## config.mk

```make
export PLATFORM = sky130hd
export DESIGN_NAME = matrix_stream_receiver
export DESIGN_NICKNAME = d
export VERILOG_FILES = /design/src/rtl/matrix_stream_receiver.sv
export SDC_FILE = /design/constraint.sdc
export NUM_CORES = 1
export LEC_CHECK = 0
export BUFFER_PORTS_ARGS = -buffer_cell sky130_fd_sc_hd__buf_2
export CAP_MARGIN = 20
export CORE_UTILIZATION = 45
export CTS_BUF_LIST = sky130_fd_sc_hd__clkbuf_4 sky130_fd_sc_hd__clkbuf_8
export DETAILED_ROUTE_END_ITERATION = 8
export PLACE_DENSITY = 0.7
export SLEW_MARGIN = 10
export SYNTH_ARGS = -nofsm -noshare
export SYNTH_HDL_FRONTEND = slang
export SYNTH_SLANG_ARGS = --single-unit
```

## constraint.sdc

```tcl
create_clock -name clk -period 4.6 [get_ports clk]
set_clock_uncertainty 0.2 [all_clocks]
set_input_delay 0 -clock clk [delete_from_list [all_inputs] [get_ports clk]]
set_output_delay 0 -clock clk [all_outputs]
set_load 0.05 [all_outputs]
```

## src/rtl/matrix_stream_receiver.sv

```systemverilog
// Stream consumer: requests two MAT_DIM x MAT_DIM bursts, assembles matrices A and B,
// and hands the pair to the multiplier over a valid/ack handshake with sticky error flags.
module matrix_stream_receiver #(
    parameter int N_BITS  = 8,
    parameter int MAT_DIM = 4,
    parameter int TIMEOUT = 64
) (
    input  logic                                 clk,
    input  logic                                 rst_n,
    input  logic                                 enable,
    input  logic [N_BITS-1:0]                    din,
    input  logic                                 din_valid,
    output logic                                 data_request,
    output logic [MAT_DIM*MAT_DIM*N_BITS-1:0]    mat_a,
    output logic [MAT_DIM*MAT_DIM*N_BITS-1:0]    mat_b,
    output logic                                 pair_valid,
    input  logic                                 pair_ack,
    output logic                                 err_stray,
    output logic                                 err_timeout
);

    localparam int ELEMS  = MAT_DIM * MAT_DIM;
    localparam int CNT_W  = $clog2(ELEMS) + 1;
    localparam int IDLE_W = $clog2(TIMEOUT) + 1;

    typedef enum logic [2:0] {
        ST_IDLE   = 3'd0,
        ST_REQ_A  = 3'd1,
        ST_RECV_A = 3'd2,
        ST_REQ_B  = 3'd3,
        ST_RECV_B = 3'd4,
        ST_READY  = 3'd5
    } state_t;

    state_t              state_r;
    state_t              state_nxt_s;
    logic [CNT_W-1:0]    elem_cnt_r;
    logic [CNT_W-1:0]    elem_cnt_nxt_s;
    logic [IDLE_W-1:0]   idle_cnt_r;
    logic [IDLE_W-1:0]   idle_cnt_nxt_s;
    logic                in_recv_s;
    logic                last_elem_s;
    logic                timeout_s;
    logic                data_request_nxt_s;
    logic                pair_valid_nxt_s;
    logic                err_stray_nxt_s;
    logic                err_timeout_nxt_s;

    assign in_recv_s   = (state_r == ST_RECV_A) || (state_r == ST_RECV_B);
    assign last_elem_s = (elem_cnt_r == CNT_W'(ELEMS - 1));
    // One more empty cycle on top of TIMEOUT-1 already counted trips the abort.
    assign timeout_s   = (idle_cnt_r == IDLE_W'(TIMEOUT - 1));

    // State register.
    always_ff @(posedge clk or negedge rst_n) begin
        if (!rst_n) begin
            state_r <= ST_IDLE;
        end else begin
            state_r <= state_nxt_s;
        end
    end

    // Next-state logic.
    always_comb begin
        state_nxt_s = state_r;
        case (state_r)
            ST_IDLE: begin
                if (enable) state_nxt_s = ST_REQ_A;
                else        state_nxt_s = ST_IDLE;
            end
            ST_REQ_A: state_nxt_s = ST_RECV_A;
            ST_RECV_A: begin
                if (din_valid) state_nxt_s = last_elem_s ? ST_REQ_B : ST_RECV_A;
                else if (timeout_s) state_nxt_s = ST_IDLE;
                else state_nxt_s = ST_RECV_A;
            end
            ST_REQ_B: state_nxt_s = ST_RECV_B;
            ST_RECV_B: begin
                if (din_valid) state_nxt_s = last_elem_s ? ST_READY : ST_RECV_B;
                else if (timeout_s) state_nxt_s = ST_IDLE;
                else state_nxt_s = ST_RECV_B;
            end
            ST_READY: begin
                if (pair_ack) state_nxt_s = enable ? ST_REQ_A : ST_IDLE;
                else          state_nxt_s = ST_READY;
            end
            default: state_nxt_s = ST_IDLE;
        endcase
    end

    // Output and counter next values; outputs are registered below so they follow the state.
    always_comb begin
        elem_cnt_nxt_s = elem_cnt_r;
        idle_cnt_nxt_s = idle_cnt_r;
        case (state_r)
            ST_REQ_A, ST_REQ_B: begin
                elem_cnt_nxt_s = '0;
                idle_cnt_nxt_s = '0;
            end
            ST_RECV_A, ST_RECV_B: begin
                if (din_valid) begin
                    elem_cnt_nxt_s = elem_cnt_r + CNT_W'(1);
                    idle_cnt_nxt_s = '0;
                end else begin
                    idle_cnt_nxt_s = idle_cnt_r + IDLE_W'(1);
                end
            end
            default: begin
                elem_cnt_nxt_s = elem_cnt_r;
                idle_cnt_nxt_s = idle_cnt_r;
            end
        endcase
        data_request_nxt_s = (state_nxt_s == ST_REQ_A) || (state_nxt_s == ST_REQ_B);
        pair_valid_nxt_s   = (state_nxt_s == ST_READY);
        err_stray_nxt_s    = err_stray | (din_valid & ~in_recv_s);
        err_timeout_nxt_s  = err_timeout | (in_recv_s & ~din_valid & timeout_s);
    end

    // Registered outputs, counters and matrix storage.
    always_ff @(posedge clk or negedge rst_n) begin
        if (!rst_n) begin
            elem_cnt_r   <= '0;
            idle_cnt_r   <= '0;
            data_request <= 1'b0;
            pair_valid   <= 1'b0;
            err_stray    <= 1'b0;
            err_timeout  <= 1'b0;
            mat_a        <= '0;
            mat_b        <= '0;
        end else begin
            elem_cnt_r   <= elem_cnt_nxt_s;
            idle_cnt_r   <= idle_cnt_nxt_s;
            data_request <= data_request_nxt_s;
            pair_valid   <= pair_valid_nxt_s;
            err_stray    <= err_stray_nxt_s;
            err_timeout  <= err_timeout_nxt_s;
            for (int k = 0; k < ELEMS; k++) begin
                if (din_valid && (elem_cnt_r == CNT_W'(k))) begin
                    if (state_r == ST_RECV_A) mat_a[k*N_BITS +: N_BITS] <= din;
                    else if (state_r == ST_RECV_B) mat_b[k*N_BITS +: N_BITS] <= din;
                    else mat_a[k*N_BITS +: N_BITS] <= mat_a[k*N_BITS +: N_BITS];
                end
            end
        end
    end

endmodule
```

-- Yosys cells after proc, flatten, opt, wreduce, memory -nomap -nowiden
Cells that the tools add are included.
- register bits after elaboration: 275
- logic and storage cells: 143
- output and inout bits: 260
- input port bits: 13
- eq/ne operators: 25
- bitwise gates (word level): 8
- muxes and demuxes: 13
- add/subtract/negate cells: 2
- reductions and logical operators: 56
- operator list (kind ; number):
    $reduce_and 3->1 ; 16
    $eq 5x4->1 const B ; 8
    $reduce_and 2->1 ; 17
    $eq 5x3->1 const B ; 4
    $pmux 3 s6 ; 1
    $logic_and 1x1->1 ; 16
    $pmux 7 s2 ; 1
    $eq 5x2->1 const B ; 2
    $pmux 5 s2 ; 1
    $eq 3x2->1 const B ; 3
    $eq 3x3->1 const B ; 3
    $mux 3 ; 3
    $add 7x1->7 const B ; 1
    $eq 7x6->1 const B ; 1
    $mux 7 ; 1
    $eq 3x1->1 const B ; 2
    $add 5x1->5 const B ; 1
    $eq 5x1->1 const B ; 1
    $logic_not 5->1 ; 1
    $mux 5 ; 1
    $mux 2 ; 2
    $reduce_or 2->1 ; 2
    $and 1x1->1 ; 3
    $logic_not 3->1 ; 1
    other kinds (6) ; 12

-- Longest topological paths before layout
- depth after elaboration: 6
- mapped depth: 7
- gate-level depth less buffers: 7

-- Worst setup path before layout
Ideal clock, no wire load.
- kind: register to register
- start point: register elem_cnt_r[0]
- end point: register mat_b[127]
- cell stages (with the launch flop): 7
- required time: 4.275 ns
- path buffers: 0
- data arrival time: 1.844 ns
- library setup time: 0.125 ns
- clock period less this slack: 2.169 ns
- path slack: 2.431 ns
- path through: dfrtp_1 > ha_1 > and3_1 > ha_1 > nand2_1 > nor3_2 > mux2_2
- cells in the longest elaborated chain, start to end: 3
- RTL lines (item ; line ; text):
    start, declared ; 37 ; logic [CNT_W-1:0] elem_cnt_r;
    start signal, assigned ; 131 ; elem_cnt_r <= elem_cnt_nxt_s;
    $eq 5x4->1 ; 138 ; if (din_valid && (elem_cnt_r == CNT_W'(k))) begin
    $logic_and 1x1->1 ; 138 ;
    $reduce_and 3->1 (no line) ; n/a ;
    end signal, assigned by index ; 140 ; else if (state_r == ST_RECV_B) mat_b[k*N_BITS +: N_BITS] <= din;
    end, declared ; 15 ; output logic [MAT_DIM*MAT_DIM*N_BITS-1:0] mat_b,
No other way between the ends.
A chain may end at the register's enable or synchronous reset.

-- Final worst setup path
- start point: register state_r[1]
- end point: register mat_a[104]
- cells in the longest elaborated chain, start to end: 2
- RTL lines (item ; line ; text):
    start, declared ; 35 ; state_t state_r;
    start signal, assigned ; 59 ; state_r <= state_nxt_s;
    $eq 3x2->1 ; 139 ; if (state_r == ST_RECV_A) mat_a[k*N_BITS +: N_BITS] <= din;
    $reduce_and 2->1 (no line) ; n/a ;
    end signal, assigned by index ; 139 ;
    end signal, assigned by index ; 141 ; else mat_a[k*N_BITS +: N_BITS] <= mat_a[k*N_BITS +: N_BITS];
    end, declared ; 14 ; output logic [MAT_DIM*MAT_DIM*N_BITS-1:0] mat_a,
No other way between the ends.

==> results.md <==
Run status:
- The flow ran to the end, and the final reports show no timing, DRC or antenna violations.

Logic synthesis:
- In this run, synthesis inferred 0 flip-flops with an integrated enable.
- Of the synthesized area, sequential elements account for 0.6261.
- A synthesized cell averages about 15 um2.
- The most used flip-flop cell after synthesis is sky130_fd_sc_hd__dfrtp_1.
- Yosys attributes the largest share of cell area to sky130_fd_sc_hd__dfrtp_1 (63%), sky130_fd_sc_hd__mux2_2 (26%), sky130_fd_sc_hd__clkbuf_1 (0.96%), sky130_fd_sc_hd__nor2_2 (0.91%), sky130_fd_sc_hd__nand2_1 (0.82%).
- The number of warning messages in the yosys log is 0.
- The biggest area contributor in the post-synthesis netlist is sky130_fd_sc_hd__dfrtp_1.
- The number of standard cells after synthesis is roughly 740.
- Of the total synthesized cell area, the portion taken by full adders, half adders and majority gates is 0.006831.
- After synthesis, the most frequently instantiated cells are sky130_fd_sc_hd__dfrtp_1 (275), sky130_fd_sc_hd__mux2_2 (252), sky130_fd_sc_hd__clkbuf_1 (28).
- The mux cell area share after synthesis is 0.2643.
- In the synthesized netlist the async set-or-reset flop fraction comes to 1.000.
- The dominant combinational cell family by area after synthesis is multiplexers.
- Of the total synthesized cell area, the portion taken by AND, OR, NAND and NOR gates is 0.05817.
- Yosys mapped the design onto between 40 and 50 distinct sky130hd cell types.
- The share of the synthesized netlist area taken by xor and xnor gates is 0.0007969.
- The most frequently used cell type in the post-synthesis netlist is sky130_fd_sc_hd__dfrtp_1.
- The combined area of all synthesized cells is 10990 um2.
- The net count after synthesis is around 760.
- The share of the synthesized area in the top cell type is 0.6261.
- The synthesized design contains between 200 and 300 register bits.
- The compound-cell area share of the yosys netlist was 0.02505.

Routing:
- Summed over all nets, wire length on met2 after detailed routing comes to roughly 13000 um.
- The number of vias per cell after detailed routing is around 5.2.
- Wire segments on met3 add up to 2082 um in the final route.
- The pre-antenna-repair detailed-routing pass consisted of 4 iterations.
- The detailed-route wire length per cell is between 20 and 25 um.
- In the final routing, the length of wire on met1 measures ~12000 um.
- The initial detailed-routing violation count is between 500 and 600.
- The detailed router placed approximately 7200 vias in this run.
- The number of nets with antenna violations after routing is 0.
- Summed over all layers, the routed wires come to ~28000 um.
- The DRC violations left is 0.
- In this run the top signal layer used is met4.

Die:
- From left edge to right edge, the die measures 158.3 um.
- The effective utilization at floorplan is 0.4641.
- The row count is 56.
- Measured along the y axis, the die boundary spans between 150 and 200 um.
- The region available for standard cell placement spans between 20000 and 25000 um2.
- The floorplan step defined a die boundary enclosing 25050 um2.
- The total I/O pin count is between 200 and 300.

Global routing:
- The pin count of the biggest net entering global routing is ~130.
- For this run, the total global-route usage over all layers was measured as 0.2265.
- The first-pass GRT wire length is between 40000 and 50000 um.
- The number of global-route vias before repair came to just over 7000.
- The global-route congestion overflow total is 0.
- The initial antenna violation count was 1.

Worst hold path:
- The class of the tightest hold or removal check is in2reg.

Placement:
- During placement, the flow inserted port buffers numbering between 200 and 300.
- Routability-driven placement finished with a final weighted congestion of 0.7835.
- The worst setup slack after placement is ~1.8 ns.
- The placed wire-length estimate after detailed placement is approximately 18000 um.

Worst setup path:
- STA puts the critical path data arrival time at approximately 3.0 ns.
- The worst setup path is launched from a register.
- The kind of end point of the critical path is a register.
- STA puts the critical path data required time at around 4.8 ns.
- Along the worst path, the maximum fanout reaches 23.
- The kind of critical path is reg2reg.

STA:
- The worst pin sits at a relative slew slack of 0.2800.
- The final setup violation count is 0.
- Static timing analysis puts the maximum clock frequency at about 0.36 GHz.
- For the finished layout, the period the worst path requires is 2.769 ns.
- At the pin with the least slew margin, the transition time is ~1.1 ns.
- Setup repair after global routing left no endpoint under its margin.
- Setup slack on the critical path of the routed design comes to 1.831 ns.
- The sum of negative setup slack is 0 ns.
- The number of failing hold endpoints at the final stage is 0.
- The final number of max-transition violations is 0.
- The share of the clock period used by the worst path is 0.6021.

Clock tree:
- The number of H-tree branching levels is 2.
- Buffers inserted during clock tree synthesis total 45.
- The cell at the root of the clock tree is sky130_fd_sc_hd__clkbuf_8.
- In this run the deepest clock path goes through 3 buffers.
- Clock tree synthesis found a total of between 200 and 300 sinks.
- The clock insertion delay at the later pin of the skew report is roughly 0.53 ns.
- The register clock-pin slew on the reported worst setup and hold paths is ~0.070 ns.
- TritonCTS built the clock tree.

Layout:
- The layout has roughly 2000 filler cells.
- In the final layout, the share of cells above drive strength 1 is 0.6002.
- The net count of the finished layout is around 1000.
- In the final layout, flip-flops and latches occupy roughly 6900 um2.
- For this run, the share of the core covered by cells in the final layout is 0.5776.
- The multi-input combinational cells in the finished layout cover a total of a little under 4000 um2.
- 0 antenna diodes ended up in the layout.
- From synthesis to final layout, the design area changed by 24.45%.

Pwr:
- The power per standard cell area is 551.2 nW/um2.
- The static leakage power is approximately 7.6 nW.
- Power comes to between 7 and 8 mW.
- VDD sags by at most slightly below 0.4 mV.

Flow run:
- The max-cap check violation count is 0.
==> cell type report <==
class,count,share of cell area
Inverter,10,0.002744
Clock inverter,9,0.007227
Sequential cell,275,0.5031
Multi-Input combinational cell,414,0.2854
Timing Repair Buffer,282,0.1094
Tap cell,319,0.02918
Clock buffer,68,0.06293
==> per-layer routing <==
layer,track usage,up-vias
met5,0,-
met4,0.06593,0
met3,0.06424,56
met2,0.3624,247
met1,0.2998,3660
li1,-,3206
==> placed cells by master (no fill, tap or decap), types with 7 or more instances in the layout <==
master,n
sky130_fd_sc_hd__buf_2,271
sky130_fd_sc_hd__clkbuf_4,12
sky130_fd_sc_hd__clkbuf_8,56
sky130_fd_sc_hd__dfrtp_1,275
sky130_fd_sc_hd__dlygate4sd3_1,7
sky130_fd_sc_hd__inv_1,10
sky130_fd_sc_hd__mux2_2,252
sky130_fd_sc_hd__nand2_1,24
sky130_fd_sc_hd__nand2_2,7
sky130_fd_sc_hd__nand3_1,8
sky130_fd_sc_hd__nor2_1,7
sky130_fd_sc_hd__nor2_2,16
sky130_fd_sc_hd__nor2b_1,11
sky130_fd_sc_hd__o21ai_0,15
==> critical path: stages, from the launching register on <==
cell and delay, ns:
sky130_fd_sc_hd__dfrtp_1 0.82, sky130_fd_sc_hd__or3b_4 0.50, sky130_fd_sc_hd__nor2_2 0.24, sky130_fd_sc_hd__and3_1 0.48
sky130_fd_sc_hd__mux2_2 0.39
==> per-stage QoR <==
stage / hold WS, ns / cell area [um2] / instances
2_1_floorplan: -0.4956 / 10990 / 738
3_3_place_gp: -0.1366 / 12620 / 1292
3_5_place_dp: -0.1396 / 12620 / 1292
4_1_cts: 0.009572 / 13680 / 1377
5_1_grt: 0.03891 / 13680 / 1377
6_report: 0.04051 / 13680 / 1377
==> cells by family (layout without fill, tap and decap cells) <==
family	after synthesis	count (layout)
and+or+nand+nor	107	107
muxes	258	258
DFF	275	275
adders and majority gates	6	6
buffers and inverters	49	369
AOI/OAI and AO/OA	42	42
xor gates and xnor gates	1	1
==> power by group <==
part	internal (mW)	switching [mW]
Combinational	0.590	1.70
Clock	1.30	0.933
Sequential	2.77	0.245
==> final timing paths <==
path / startpoint / end / slack, ns / depth (start not counted)
worst max-delay path: state_r[1] / mat_a[104] / 1.83 / 4
worst min-delay path: din[5] / mat_a[53] / 0.04 / 2
worst max register to register: state_r[1] / mat_a[104] / 1.83 / 4
worst min register to register: err_timeout / err_timeout / 0.27 / 2
max in group asynchronous: rst_n / mat_b[6] / 3.09 / 4
min in group asynchronous: rst_n / mat_a[40] / 0.45 / 4
==> flip-flops by register name, summed over array words and instances, names as in the netlist <==
signal / cells
mat_b: 128
idle_cnt_r: 7
mat_a: 128
err_stray: 1
elem_cnt_r: 5
state_r: 3
err_timeout: 1
data_request: 1
pair_valid: 1
==> timing repair <==
item                                   4_1_cts  5_1_grt
setup buffers                                0        0
endpoints found under the hold margin      234        0
resized for setup                            0        0
hold buffers                                 8        0
(Power assumes the default switching activity.)
